## src/rtl/bit_serializer_if.sv

```systemverilog
// bit_serializer_if
//   Bundles the word-input handshake and the serial-output stream of
//   bit_serializer. The clock and reset stay outside as plain ports.
//
//   Handshake: a word moves from upstream into the block on a rising edge
//   where i_valid && o_ready. o_ready depends only on registered state, never
//   on i_valid, and i_data is don't-care on any cycle without that product.
//
//   Signals
//     i_valid     upstream word valid
//     i_data      upstream word (WIDTH bits)
//     o_ready     block can take i_data this cycle
//     i_en        downstream advance enable (0 freezes the shifter)
//     o_bit       current serial bit
//     o_bit_valid o_bit is a real bit this cycle
//     o_sof       o_bit is the first bit of a word
//     o_eof       o_bit is the last bit of a word
//
//   Modports
//     master : the side feeding words and consuming bits (testbench/upstream)
//     slave  : the serializer itself
interface bit_serializer_if #(
   parameter int WIDTH = 8
) ();

   logic             i_valid;
   logic [WIDTH-1:0] i_data;
   logic             o_ready;
   logic             i_en;
   logic             o_bit;
   logic             o_bit_valid;
   logic             o_sof;
   logic             o_eof;

   modport master (
      output i_valid, i_data, i_en,
      input  o_ready, o_bit, o_bit_valid, o_sof, o_eof
   );

   modport slave (
      input  i_valid, i_data, i_en,
      output o_ready, o_bit, o_bit_valid, o_sof, o_eof
   );

endinterface

```

## src/rtl/bit_serializer.sv

```systemverilog
// bit_serializer
//   Parallel-to-serial stage. Accepts WIDTH-bit words into a one-word holding
//   register and shifts them out one bit per enabled clock with start/end of
//   word markers. A word waiting in the holding register is loaded on the
//   same edge that the last bit of the current word leaves, so consecutive
//   words form a contiguous bit stream.
//
//   Parameters
//     WIDTH     word width in bits (>= 2)
//     LSB_FIRST 1: bit 0 emitted first; 0: bit WIDTH-1 emitted first
//
//   Ports
//     i_clk    clock, all state updates on the rising edge
//     i_rst_n  synchronous active-low reset
//     bus      bit_serializer_if slave modport (handshake + serial stream)
//     o_state  FSM state for observation (0 = IDLE, 1 = SHIFT)
module bit_serializer #(
   parameter int WIDTH     = 8,
   parameter bit LSB_FIRST = 1'b1
) (
   input  logic             i_clk,
   input  logic             i_rst_n,
   bit_serializer_if.slave  bus,
   output logic             o_state
);

   localparam int                CNT_W    = $clog2(WIDTH);
   localparam logic [CNT_W-1:0]  CNT_LAST = CNT_W'(WIDTH - 1);

   typedef enum logic {
      IDLE  = 1'b0,
      SHIFT = 1'b1
   } state_t;

   state_t             state_q, state_d;
   logic [WIDTH-1:0]   hold_q, hold_d;
   logic               hold_v_q, hold_v_d;
   logic [WIDTH-1:0]   shift_q, shift_d;
   logic [CNT_W-1:0]   cnt_q, cnt_d;

   logic               accept;
   logic               head_bit;
   logic [WIDTH-1:0]   shift_adv;

   // Ready comes from the holding flag alone, so there is no combinational
   // path from i_valid back to o_ready.
   assign bus.o_ready = ~hold_v_q;
   assign accept      = bus.i_valid & ~hold_v_q;
   assign o_state     = (state_q == SHIFT);

   // Output end of the shifter and the register advanced toward it.
   always_comb begin
      if (LSB_FIRST) begin
         head_bit  = shift_q[0];
         shift_adv = {1'b0, shift_q[WIDTH-1:1]};
      end else begin
         head_bit  = shift_q[WIDTH-1];
         shift_adv = {shift_q[WIDTH-2:0], 1'b0};
      end
   end

   always_comb begin
      state_d         = state_q;
      hold_d          = hold_q;
      hold_v_d        = hold_v_q;
      shift_d         = shift_q;
      cnt_d           = cnt_q;
      bus.o_bit       = 1'b0;
      bus.o_bit_valid = 1'b0;
      bus.o_sof       = 1'b0;
      bus.o_eof       = 1'b0;

      case (state_q)
         IDLE: begin
            // Loading the shifter is not gated by i_en.
            if (hold_v_q) begin
               shift_d  = hold_q;
               cnt_d    = '0;
               hold_v_d = 1'b0;
               state_d  = SHIFT;
            end
         end

         SHIFT: begin
            bus.o_bit       = head_bit;
            bus.o_bit_valid = bus.i_en;
            bus.o_sof       = bus.i_en && (cnt_q == '0);
            bus.o_eof       = bus.i_en && (cnt_q == CNT_LAST);

            if (bus.i_en) begin
               if (cnt_q == CNT_LAST) begin
                  if (hold_v_q) begin
                     // Gapless handoff: next word starts on the following cycle.
                     shift_d  = hold_q;
                     cnt_d    = '0;
                     hold_v_d = 1'b0;
                  end else begin
                     shift_d = shift_adv;
                     cnt_d   = '0;
                     state_d = IDLE;
                  end
               end else begin
                  shift_d = shift_adv;
                  cnt_d   = cnt_q + CNT_W'(1);
               end
            end
         end

         default: state_d = IDLE;
      endcase

      // Applied last so a same-edge accept wins over a transfer clearing
      // hold_v (only reachable when hold_v was already 0).
      if (accept) begin
         hold_d   = bus.i_data;
         hold_v_d = 1'b1;
      end
   end

   always_ff @(posedge i_clk) begin
      if (!i_rst_n) begin
         state_q  <= IDLE;
         hold_q   <= '0;
         hold_v_q <= 1'b0;
         shift_q  <= '0;
         cnt_q    <= '0;
      end else begin
         state_q  <= state_d;
         hold_q   <= hold_d;
         hold_v_q <= hold_v_d;
         shift_q  <= shift_d;
         cnt_q    <= cnt_d;
      end
   end

endmodule

```

## src/flat_wrapper.sv

```systemverilog
// flat-port wrapper written by rule: the top's interface ports become plain ports
module bit_serializer_flat 
#(
   parameter int WIDTH     = 8,
   parameter bit LSB_FIRST = 1'b1
)
  (i_clk, i_rst_n, o_state, bus_i_valid, bus_i_data, bus_i_en, bus_o_ready, bus_o_bit, bus_o_bit_valid, bus_o_sof, bus_o_eof);
  bit_serializer_if #(.WIDTH(WIDTH)) bus_i ();
  input  logic i_clk;
  input  logic i_rst_n;
  output logic o_state;
  input wire logic [$bits(bus_i.i_valid)-1:0] bus_i_valid;
  input wire logic [$bits(bus_i.i_data)-1:0] bus_i_data;
  input wire logic [$bits(bus_i.i_en)-1:0] bus_i_en;
  output wire logic [$bits(bus_i.o_ready)-1:0] bus_o_ready;
  output wire logic [$bits(bus_i.o_bit)-1:0] bus_o_bit;
  output wire logic [$bits(bus_i.o_bit_valid)-1:0] bus_o_bit_valid;
  output wire logic [$bits(bus_i.o_sof)-1:0] bus_o_sof;
  output wire logic [$bits(bus_i.o_eof)-1:0] bus_o_eof;
  assign bus_i.i_valid = bus_i_valid;
  assign bus_i.i_data = bus_i_data;
  assign bus_i.i_en = bus_i_en;
  assign bus_o_ready = bus_i.o_ready;
  assign bus_o_bit = bus_i.o_bit;
  assign bus_o_bit_valid = bus_i.o_bit_valid;
  assign bus_o_sof = bus_i.o_sof;
  assign bus_o_eof = bus_i.o_eof;
  bit_serializer #(.WIDTH(WIDTH), .LSB_FIRST(LSB_FIRST)) u_core (.i_clk(i_clk), .i_rst_n(i_rst_n), .bus(bus_i), .o_state(o_state));
endmodule
```

## config.mk

```make
export PLATFORM = sky130hd
export DESIGN_NAME = bit_serializer_flat
export DESIGN_NICKNAME = d
export VERILOG_FILES = /design/src/rtl/bit_serializer_if.sv /design/src/rtl/bit_serializer.sv /design/src/flat_wrapper.sv
export SDC_FILE = /design/constraint.sdc
export NUM_CORES = 1
export LEC_CHECK = 0
export BUFFER_PORTS_ARGS = -buffer_cell sky130_fd_sc_hd__buf_4
export CAP_MARGIN = 20
export CORE_MARGIN = 4
export CORE_UTILIZATION = 47
export DETAILED_ROUTE_END_ITERATION = 8
export GPL_TIMING_DRIVEN = 0
export PLACE_DENSITY = 0.83
export SLEW_MARGIN = 0
export SYNTH_ARGS = -nofsm -noshare
export SYNTH_HDL_FRONTEND = slang
export SYNTH_SLANG_ARGS = --single-unit
```

## constraint.sdc

```tcl
create_clock -name i_clk -period 1.29 [get_ports i_clk]
set_input_delay 0.3225 -clock i_clk [delete_from_list [all_inputs] [get_ports i_clk]]
set_output_delay 0.3225 -clock i_clk [all_outputs]
set_load 0.1 [all_outputs]
```

---- Word level (Yosys, flattened, before mapping) ----
Cells that the tools add are included.
W data, S select, Z words.
word-level totals
  register bits ........................... 21
  bits in latches ......................... 0
  RAM bits ................................ 0
  ROM bits ................................ 0
  input bits .............................. 12
  output and inout port bits .............. 6
  memories kept ........................... 0
operators by class
  add/subtract/negate cells ............... 1
  multipliers ............................. 0
  divide/modulo/power cells ............... 0
  order comparisons ....................... 0
  eq/ne operators ......................... 5
  shift-type cells ........................ 0
  muxes and demuxes ....................... 21
  bitwise logic cells ..................... 3
  reductions and logical operators ........ 5
operators with widths
  cell                   count
  $mux W8                4
  $pmux W8 S2            1
  $mux W1                10
  $mux W3                3
  $ne A3 B3 Y1 const B   2
  $pmux W3 S2            1
  $pmux W1 S2            2
  $reduce_and A2 Y1      2
  $add A3 B1 Y3 const B  1
  $eq A3 B3 Y1 const B   1
  $logic_not A3 Y1       1
  $logic_and A1 B1 Y1    2
  $ne A2 B1 Y1 const B   1
  $ne A2 B2 Y1 const B   1
  $not A1 Y1             2
  $and A1 B1 Y1          1

---- Longest topological paths before layout ----
Gate-level depths: netlist (run 1).
  depth after elaboration ................. 5
  gate-level depth with buffers ........... 6
  mapped depth without buffers ............ 5

---- Least setup slack after synthesis (run 1) ----
No wires, ideal clock.
  kind .................................... register -> output
  from .................................... register u_core.state_q (netlist: u_core.o_state)
  to ...................................... output bus_o_sof
  data arrival time ....................... 2653 ps
  required time ........................... 967 ps
  path slack .............................. -1685 ps
  stages on the path, launching flop included .. 4
  buffers on the path ..................... 1
  cells stage by stage .................... dfxtp_1 -> and2_2 -> buf_2 -> and3b_1
between the ends
  longest elaborated chain between the ends .. 1
ends and longest elaborated chain
  what                      line                   text
  start: declaration        bit_serializer.sv:35   state_t state_q, state_d;
  start signal: assignment  bit_serializer.sv:128  state_q <= state_d;
  $mux W1                   bit_serializer.sv:73   case (state_q)
  end: declaration          flat_wrapper.sv:18     output wire logic [$bits(bus_i.o_sof)-1:0] bus_o_sof;
No other way between the ends.

---- Final worst setup path (run 1) ----
  from .................................... register u_core.cnt_q[0]
  to ...................................... output bus_o_eof
between the ends
  longest elaborated chain between the ends .. 3
ends and longest elaborated chain
  what                      line                   text
  start: declaration        bit_serializer.sv:39   logic [CNT_W-1:0] cnt_q, cnt_d;
  start signal: assignment  bit_serializer.sv:132  cnt_q <= cnt_d;
  $eq A3 B3 Y1              bit_serializer.sv:88   bus.o_eof = bus.i_en && (cnt_q == CNT_LAST);
  $logic_and A1 B1 Y1       bit_serializer.sv:88
  $mux W1                   bit_serializer.sv:73
  end: declaration          flat_wrapper.sv:19     output wire logic [$bits(bus_i.o_eof)-1:0] bus_o_eof;
No other way between the ends.

==> results of run 1 <==
==> Yosys cell counts <==
master,instances
a21bo_2,1
a21boi_0,9
a21boi_1,1
a21boi_2,1
a21oi_1,7
a22oi_1,2
a32oi_1,1
and2_2,2
and3_2,1
and3b_1,1
buf_2,2
buf_4,1
buf_6,2
clkbuf_1,1
clkbuf_2,2
dfxtp_1,21
ha_1,4
inv_1,3
mux2_4,1
mux2i_1,8
nand2_1,17
nand2b_1,1
nor2_1,1
nor2b_1,4
o21a_1,1
o21ai_0,7
o221a_2,1
==> worst reg2reg max path: stages (launching register included) <==
cell	delay [ns]
dfxtp_4	0.38
ha_4	0.17
ha_4	0.15
buf_4	0.14
a21boi_2	0.15
buf_6	0.17
mux2i_2	0.22
a21oi_1	0.08
==> power by group <==
group,leakage (nW),switching [mW],internal [mW]
logic,0.370,0.174,0.163
clock network,0.0177,0.203,0.116
registers,0.175,0.0275,0.687
==> cell families after synthesis <==
kind of cell / count (synthesis)
buf+inv: 11
compound gates: 31
flops: 21
fa+ha+maj: 4
mux: 9
simple gates: 27
==> path summary, 6_finish.rpt <==
kind | startpoint | to | slack, ns | depth (start not counted)
max reg2reg | u_core.cnt_q[0] | u_core.shift_q[6] | -0.26 | 7
max | u_core.cnt_q[0] | bus_o_eof | -0.35 | 4
min | bus_i_data[0] | u_core.hold_q[0] | 0.26 | 3
min reg2reg | u_core.hold_q[1] | u_core.hold_q[1] | 0.47 | 2
==> per-layer routing <==
layer / up-vias / GRT usage [%] / wire, um
met1: 374 / 22.7 / 1010
li1: 415 / - / -
met3: 6 / 2.54 / 74
met2: 17 / 27.8 / 1140
met4: 0 / 5.11 / 45
met5: - / 0 / 0
==> state kept, by name, summed over array words and instances, names as in the netlist <==
register and count:
u_core.o_state 1, u_core.shift_q 8, u_core.cnt_q 3, u_core.hold_q 8, u_core.hold_v_q 1
==> timing repair <==
item | 4_1_cts | 5_1_grt
pin swaps | 12 | 3
endpoints found under the setup margin | 14 | 20
resized for setup | 33 | 11
setup buffers | 6 | 6
gates cloned | 0 | 0
endpoints found under the hold margin | 0 | 0
==> layout by cell type (no fill, tap or decap), types with 3 or more instances in the layout <==
cell type,n
ha_4,3
clkbuf_4,4
o21ai_0,4
dfxtp_1,17
buf_12,6
buf_6,4
a21boi_0,7
o21ai_1,3
nand2_1,17
mux2i_1,6
dfxtp_4,4
nor2b_1,4
buf_4,20
a21oi_1,7
==> through the flow <==
| stage | area, um2 | power (mW) | setup TNS, ns | setup slack [ns] | cells |
|---|---|---|---|---|---|
| global placement | 1180 | 0.990 | -0.734 | -0.183 | 147 |
| detailed placement | 1180 | 0.999 | -0.988 | -0.207 | 147 |
| finish | 1420 | 1.37 | -2.94 | -0.353 | 161 |
| global route | 1420 | 1.43 | -3.43 | -0.380 | 161 |
| floorplan | 1020 | 0.926 | -0.747 | -0.398 | 103 |
| CTS | 1350 | 1.34 | -2.23 | -0.336 | 156 |
==> final cells by class <==
cell class,instances,area share (%)
flip-flops and latches,21,30.7
inverters,3,1.06
well taps,27,2.38
clock inverters,1,0.352
multi-input cells,71,39.2
repair buffers,29,21.7
plain buffers,6,3.08
clock buffers,3,1.59
==> results.sh, run 1 <==
export IMPL_relSlewSlack_pct=77.3
export IMPL_cp_common_cell="ha_4"
export IMPL_status="finished with violations"
export IMPL_yosys_area_share_adder_pct=5.16
export IMPL_cp_max_fo=3
export IMPL_synthTopCellsByArea="dfxtp_1 43%, mux2i_1 8.3%, a21boi_0 7.0%, nand2_1 6.6%, ha_1 5.2%"
export IMPL_firstDrtPassIters=4
export IMPL_die_x_um=53.4
export IMPL_hpwl_mm=1.35
export IMPL_cts_sinks=21
export IMPL_end_kind="output port"
export IMPL_grt_pass1_vias=737
export IMPL_die_area_mm2=0.00285
export IMPL_clk_pin_slew_ns=0.12
export IMPL_yosys_warnings=0
export IMPL_critPathKind="flip-flop to output port"
export IMPL_drt_iter0_drc=21
export IMPL_holdWs_ns=0.257
export IMPL_hold_class="input port to flip-flop"
export IMPL_grt_pass1_wl_mm=3.49
export IMPL_gp_congestion=0.726
export IMPL_yosysSeqAreaShare_pct=43.4
export IMPL_port_buffers=17
export IMPL_vias=812
export IMPL_utilization_pct=72.4
export IMPL_arrival_ns=1.32
export IMPL_viasPerCell=5.04
export IMPL_wl_per_cell_um=14.1
export IMPL_yosys_area_top_type="dfxtp_1"
export IMPL_critical_path_required_ns=0.97
export IMPL_grt_ovfl_total=0
export IMPL_grt_max_degree=13
export IMPL_grt_total_usage_pct=17.0
export IMPL_crit_chain="ha_4, ha_4, and3_4, buf_12"
export IMPL_synth_compound_area_share_pct=21.5
export IMPL_drc_errors=0
export IMPL_synth_seq_cells=21
export IMPL_core_mm2=0.00196
export IMPL_final_layout_size_suffix_gt1_share_pct=45.5
export IMPL_hold_violations=0
export IMPL_cts_buffers=3
export IMPL_fin_ws_ns=-0.353
export IMPL_multi_input_area_um2=557
export IMPL_diodes=0
export IMPL_min_period_over_period_pct=127
export IMPL_skew_ns=0.00505
export IMPL_power_density_mw_per_mm2=965
export IMPL_avgSynthCellArea_um2=9.41
export IMPL_ys_types=27
export IMPL_die_h_um=53.4
export IMPL_n_fill_cell=160
export IMPL_maxSlewViolCount=0
export IMPL_clk_latency_ns=0.31
export IMPL_finalSetupViolations=13
export IMPL_synth_simple_area_share_pct=13.4
export IMPL_drt_wl_total_mm=2.27
export IMPL_final_nets=151
export IMPL_cts_root_buf="clkbuf_4"
export IMPL_antenna_found_initial=0
export IMPL_power_ir_vdd_worst_mv=0.836
export IMPL_cts_buffer_depth=2
export IMPL_htreeDepth=1
export IMPL_finalCriticalPeriod_ns=1.64
export IMPL_crit_family="flip-flops"
export IMPL_fmax_mhz=609
export IMPL_synth_mux_area_share_pct=9.81
export IMPL_synth_xor_area_share_pct=0
export IMPL_power_leakage_nw=0.563
export IMPL_hold_buffers=0
export IMPL_cts_tree="built"
export IMPL_tightestPinTransition_ns=0.341
export IMPL_violations="negative setup slack"
export IMPL_syn_nets=119
export IMPL_drv_cap=0
export IMPL_num_io_pins=18
export IMPL_start_util_pct=49.4
export IMPL_critical_path_slowest_cell="dfxtp_4"
export IMPL_synth_top_family_by_area="compound AO/OA/AOI/OAI gates"
export IMPL_seqCellArea_um2=435
export IMPL_synth_area_um2=970
export IMPL_netlist_instances=103
export IMPL_synth_top_cell_area_share_pct=43.4
export IMPL_syn_to_final_growth_pct=46.5
export IMPL_rsz0062_at_grt="true"
export IMPL_rows=16
export IMPL_cpPeakStageDelay_ns=0.39
export IMPL_crit_buf_inv=1
export IMPL_crit_path_start_kind="flip-flop"
export IMPL_antenna_left=0
Power figures use the tool's default switching activity.
==> run 2, diff against run 1 <==
--- a/config.mk
+++ b/config.mk
@@ -5,13 +5,14 @@
 export SDC_FILE = /design/constraint.sdc
 export NUM_CORES = 1
 export LEC_CHECK = 0
+export ABC_AREA = 1
 export BUFFER_PORTS_ARGS = -buffer_cell sky130_fd_sc_hd__buf_4
 export CAP_MARGIN = 20
 export CORE_MARGIN = 4
-export CORE_UTILIZATION = 47
+export CORE_UTILIZATION = 49
 export DETAILED_ROUTE_END_ITERATION = 8
 export GPL_TIMING_DRIVEN = 0
-export PLACE_DENSITY = 0.83
+export PLACE_DENSITY = 0.85
 export SLEW_MARGIN = 0
 export SYNTH_ARGS = -nofsm -noshare
 export SYNTH_HDL_FRONTEND = slang
==> results.sh, run 2 <==
export IMPL_port_buffers=16
export IMPL_min_period_over_period_pct=129
export IMPL_cts_buffer_depth=2
export IMPL_grt_pass1_vias=1095
export IMPL_largestRegisters="u_core.hold_q x8, u_core.shift_q x8, u_core.cnt_q x3"
export IMPL_num_io_pins=18
export IMPL_drt_iter0_drc=39
export IMPL_antenna_left=0
export IMPL_final_common_cell="buf_4"
export IMPL_crit_path_start_kind="flip-flop"
export IMPL_wl_per_cell_um=16.2
export IMPL_drt_wl_total_mm=3.36
export IMPL_maxSlewViolCount=0
export IMPL_netlist_instances=144
export IMPL_hold_violations=0
export IMPL_start_util_pct=53.2
export IMPL_syn_to_final_growth_pct=54.9
export IMPL_grt_total_usage_pct=24.4
export IMPL_synth_top_cell_area_share_pct=39.1
export IMPL_finalCriticalPeriod_ns=1.67
export IMPL_synthTopCellsByArea="dfxtp_1 39%, nand2_1 9.1%, nor2_1 6.3%, a21oi_1 6.0%, a21oi_2 5.7%"
export IMPL_cts_buffers=3
export IMPL_die_x_um=54.9
export IMPL_avgSynthCellArea_um2=7.47
export IMPL_antenna_found_initial=0
export IMPL_yosys_warnings=0
export IMPL_cts_tree="built"
export IMPL_rows=16
export IMPL_diodes=0
export IMPL_status="finished with violations"
export IMPL_power_ir_vdd_worst_mv=0.723
export IMPL_vias=1116
export IMPL_arrival_ns=1.35
export IMPL_syn_nets=160
export IMPL_yosys_area_top_type="dfxtp_1"
export IMPL_holdWs_ns=0.281
export IMPL_firstDrtPassIters=4
export IMPL_async_flop_share_pct=0
export IMPL_htreeDepth=1
export IMPL_hold_class="input port to flip-flop"
export IMPL_skew_ns=0.000680
export IMPL_fmax_mhz=599
export IMPL_synth_main_ff_cell="dfxtp_1"
export IMPL_final_nets=198
export IMPL_n_fill_cell=114
export IMPL_final_layout_size_suffix_gt1_share_pct=42.0
export IMPL_tightestPinTransition_ns=0.214
export IMPL_gp_congestion=0.769
export IMPL_grt_max_degree=12
export IMPL_drv_cap=0
export IMPL_place_ws_ns=-0.169
export IMPL_die_h_um=54.9
export IMPL_synth_seq_cells=21
export IMPL_yosysSeqAreaShare_pct=39.1
export IMPL_clk_latency_ns=0.30
export IMPL_numPlacedInstances=187
export IMPL_drc_errors=0
export IMPL_power_leakage_nw=0.729
export IMPL_yosysMostFrequentCell="nand2_1"
export IMPL_cts_sinks=21
export IMPL_violations="negative setup slack"
export IMPL_grt_ovfl_total=0
export IMPL_relSlewSlack_pct=85.7
export IMPL_hpwl_mm=1.80
export IMPL_critical_path_required_ns=0.97
export IMPL_viasPerCell=5.37
export IMPL_total_power_mw=1.47
export IMPL_synth_area_mm2=0.00108
export IMPL_cp_max_fo=3
export IMPL_synth_edf_count=0
export IMPL_finalSetupViolations=14
export IMPL_rsz0062_at_grt="true"
export IMPL_cts_root_buf="clkbuf_4"
export IMPL_die_area_mm2=0.00301
export IMPL_fin_ws_ns=-0.379
export IMPL_synthTopCellsByCount="26 x nand2_1, 21 x dfxtp_1, 18 x nor2_1, 14 x inv_1, 13 x a21oi_1"
export IMPL_finalNonFillerCells=208
export IMPL_clk_pin_slew_ns=0.12
export IMPL_core_mm2=0.00202
export IMPL_power_density_mw_per_mm2=885
export IMPL_grt_pass1_wl_mm=5.08
export IMPL_critPathKind="flip-flop to output port"
export IMPL_final_cell_mix="23 x buf_4, 22 x nand2_1, 16 x dfxtp_1"
export IMPL_ys_types=19
export IMPL_end_kind="output port"
==> run 2: cells by family (layout without fill, tap and decap cells) <==
logic type | after synthesis | count (layout) | share of synthesized area, %
buffers and inverters | 23 | 60 | 11.4
AOI/OAI and AO/OA | 29 | 29 | 15.9
DFF | 21 | 21 | 39.1
and+or+nand+nor | 67 | 67 | 29.0
adders and majority gates | 4 | 4 | 4.65
==> run 2: cell type report <==
class / instances / area [um2] / area share [%]
buffer: 8 / 90.1 / 5.41
tap: 27 / 33.8 / 2.03
multi-input combinational: 100 / 644 / 38.7
clock buffer: 4 / 26.3 / 1.58
timing repair buffer: 33 / 367 / 22.0
inverter: 15 / 68.8 / 4.13
sequential: 21 / 437 / 26.2
==> run 2: path summary, 6_finish.rpt <==
path / end / slack (ns) / depth (start not counted) / from
setup / recovery: bus_o_sof / -0.38 / 6 / u_core.o_state
hold / removal: u_core.hold_q[6] / 0.28 / 3 / bus_i_data[6]
hold reg to reg: u_core.hold_q[2] / 0.48 / 2 / u_core.hold_q[2]
setup reg to reg: u_core.shift_q[0] / -0.30 / 11 / u_core.cnt_q[0]
==> run 2: worst max-delay path, cell delays in order (launching register included) <==
cell and delay [ns]:
dfxtp_4 0.39, buf_8 0.12, nand2_4 0.07, clkinvlp_4 0.10, nand2_2 0.07, nor2_4 0.10
buf_12 0.18
==> run 2: per-layer routing <==
metal / vias up / GRT usage [%] / part of all wire (%)
met1: 522 / 27.3 / 40
li1: 537 / - / -
met4: 0 / 13.7 / 5.2
met2: 38 / 42.9 / 51
met3: 19 / 4.09 / 4.0
met5: - / 0 / 0
==> run 2: power by group <==
part	internal (mW)	leakage (nW)	total, mW	switching, mW
Clock	0.121	0.0150	0.324	0.203
Sequential	0.696	0.176	0.727	0.0311
Combinational	0.175	0.537	0.423	0.248
==> run 2: timing repair <==
action	4_1_cts	5_1_grt
setup endpoints to repair	12	14
buffers inserted	10	6
gates resized for setup	29	13
hold buffers	0	0
gates cloned	1	0
pin swaps	6	4
==> run 2: through the flow <==
stage               util, %  instance area, um2  TNS (ns)
detailed placement     64.4                1300    -0.465
global placement       64.4                1300    -0.372
global route           82.4                1670     -3.87
finish                 82.4                1670     -3.20
CTS                    77.2                1560     -2.25
floorplan                 -                1150     -2.22
==> run 3, diff against run 2 <==
--- a/config.mk
+++ b/config.mk
@@ -8,11 +8,15 @@
 export ABC_AREA = 1
 export BUFFER_PORTS_ARGS = -buffer_cell sky130_fd_sc_hd__buf_4
 export CAP_MARGIN = 20
+export CELL_PAD_IN_SITES_DETAIL_PLACEMENT = 0
+export CELL_PAD_IN_SITES_GLOBAL_PLACEMENT = 1
 export CORE_MARGIN = 4
-export CORE_UTILIZATION = 49
+export CORE_UTILIZATION = 37
+export CTS_BUF_LIST = sky130_fd_sc_hd__clkbuf_4 sky130_fd_sc_hd__clkbuf_8
 export DETAILED_ROUTE_END_ITERATION = 8
 export GPL_TIMING_DRIVEN = 0
-export PLACE_DENSITY = 0.85
+export PLACE_DENSITY = 0.87
+export RECOVER_POWER = 100
 export SLEW_MARGIN = 0
 export SYNTH_ARGS = -nofsm -noshare
 export SYNTH_HDL_FRONTEND = slang
==> results.sh, run 3 (synthesis results as in run 2) <==
export IMPL_grt_max_degree=12
export IMPL_cp_max_fo=3
export IMPL_die_h_um=61.9
export IMPL_hold_start="bus_i_data[7]"
export IMPL_grt_pass1_wl_mm=4.10
export IMPL_cts_tree="built"
export IMPL_fmax_mhz=604
export IMPL_hpwl_mm=1.63
export IMPL_cts_sinks=21
export IMPL_rsz0062_at_grt="true"
export IMPL_htreeDepth=1
export IMPL_antenna_found_initial=0
export IMPL_wl_per_cell_um=12.0
export IMPL_final_common_cell="buf_4"
export IMPL_finalSetupViolations=12
export IMPL_port_buffers=16
export IMPL_r2r_end="u_core.shift_q[1]"
export IMPL_vias=1023
export IMPL_grt_pass1_vias=925
export IMPL_reg2reg_setup_slack_ns=-0.17
export IMPL_final_nets=199
export IMPL_drt_iter0_drc=15
export IMPL_total_power_mw=1.46
export IMPL_start_util_pct=39.0
export IMPL_firstDrtPassIters=4
export IMPL_worstReg2RegStart="u_core.cnt_q[0]"
export IMPL_final_cell_mix="25 x buf_4, 24 x nand2_1, 16 x nor2_1, 16 x dfxtp_1"
export IMPL_relSlewSlack_pct=72.6
export IMPL_grt_ovfl_total=0
export IMPL_final_layout_size_suffix_gt1_share_pct=40.7
export IMPL_arrival_ns=1.33
export IMPL_worst_r2r_cell_count=10
export IMPL_status="finished with violations"
export IMPL_rows=19
export IMPL_power_ir_vdd_worst_mv=0.564
export IMPL_critical_path_required_ns=0.97
export IMPL_grt_total_usage_pct=14.1
export IMPL_power_leakage_nw=0.739
export IMPL_largestRegisters="u_core.hold_q x8, u_core.shift_q x8, u_core.cnt_q x3"
export IMPL_critPathKind="flip-flop to output port"
export IMPL_cts_buffers=3
export IMPL_syn_to_final_growth_pct=52.7
export IMPL_hold_buffers=0
export IMPL_cts_buffer_depth=2
export IMPL_tightestPinTransition_ns=0.411
export IMPL_drv_cap=0
export IMPL_maxSlewViolCount=0
export IMPL_end_kind="output port"
export IMPL_power_density_mw_per_mm2=890
export IMPL_skew_ns=0.00594
export IMPL_crit_path_start_kind="flip-flop"
export IMPL_clk_latency_ns=0.30
export IMPL_min_period_over_period_pct=128
export IMPL_core_mm2=0.00276
export IMPL_hold_class="input port to flip-flop"
export IMPL_drc_errors=0
export IMPL_hold_violations=0
export IMPL_die_x_um=61.9
export IMPL_die_area_mm2=0.00383
export IMPL_violations="negative setup slack"
export IMPL_crit_start="u_core.cnt_q[1]"
export IMPL_drt_wl_total_mm=2.56
export IMPL_clk_pin_slew_ns=0.12
export IMPL_fin_ws_ns=-0.366
export IMPL_antenna_left=0
export IMPL_cts_root_buf="clkbuf_4"
export IMPL_crit_end="bus_o_eof"
export IMPL_gp_congestion=0.768
export IMPL_num_io_pins=18
export IMPL_diodes=0
export IMPL_viasPerCell=4.80
export IMPL_place_ws_ns=-0.173
export IMPL_finalCriticalPeriod_ns=1.66
run 3: final cells by class:
| cell class | count | area (um2) |
|---|---|---|
| fill | 226 | 1110 |
| clock buffer | 4 | 30.0 |
| multi-input combinational | 100 | 607 |
| inverter | 15 | 68.8 |
| timing repair buffer | 34 | 379 |
| sequential | 21 | 437 |
| buffer | 8 | 82.6 |
| tap | 31 | 38.8 |
run 3: worst min-delay path by stage:
stage	end	cells after the start
2_1_floorplan	u_core.hold_q[0]	2
6_report	u_core.hold_q[7]	3
4_1_cts	u_core.hold_q[7]	3
5_1_grt	u_core.hold_q[6]	3
3_3_place_gp	u_core.hold_q[4]	2
3_5_place_dp	u_core.hold_q[5]	2
run 3: layer usage:
metal / wire length [um] / up-vias / GRT usage, %
met5: 0 / - / 0
li1: - / 540 / -
met2: 1330 / 12 / 25.3
met4: 9 / 0 / 2.73
met3: 59 / 2 / 1.86
met1: 1160 / 469 / 18.2
run 3: power by group:
part / total (mW) / switching (mW) / internal [mW]
Combinational: 0.404 / 0.226 / 0.178
Clock: 0.334 / 0.193 / 0.141
Sequential: 0.724 / 0.0276 / 0.696
run 3: per-stage QoR:
stage / TNS, ns / hold WS, ns / instances / instance area, um2 / utilization, %
2_1_floorplan: -2.22 / 0.448 / 144 / 1150 / -
3_3_place_gp: -0.391 / 0.463 / 191 / 1310 / 47.4
3_5_place_dp: -0.429 / 0.465 / 191 / 1310 / 47.4
4_1_cts: -2.14 / 0.269 / 203 / 1550 / 56.3
5_1_grt: -3.13 / 0.267 / 213 / 1640 / 59.6
6_report: -2.34 / 0.279 / 213 / 1640 / 59.6
run 3: repair_timing:
item,in CTS,in global routing
pin swaps,8,12
endpoints found under the setup margin,10,13
gates resized for setup,30,8
buffers inserted,7,11
endpoints found under the hold margin,0,0
cloned,1,0
run 3: worst max-delay path, cell delays in order, from the launching register on:
cell and delay (ns):
dfxtp_4 0.38, ha_4 0.14, ha_4 0.14, nand2_4 0.05, nor2_4 0.12, buf_12 0.18
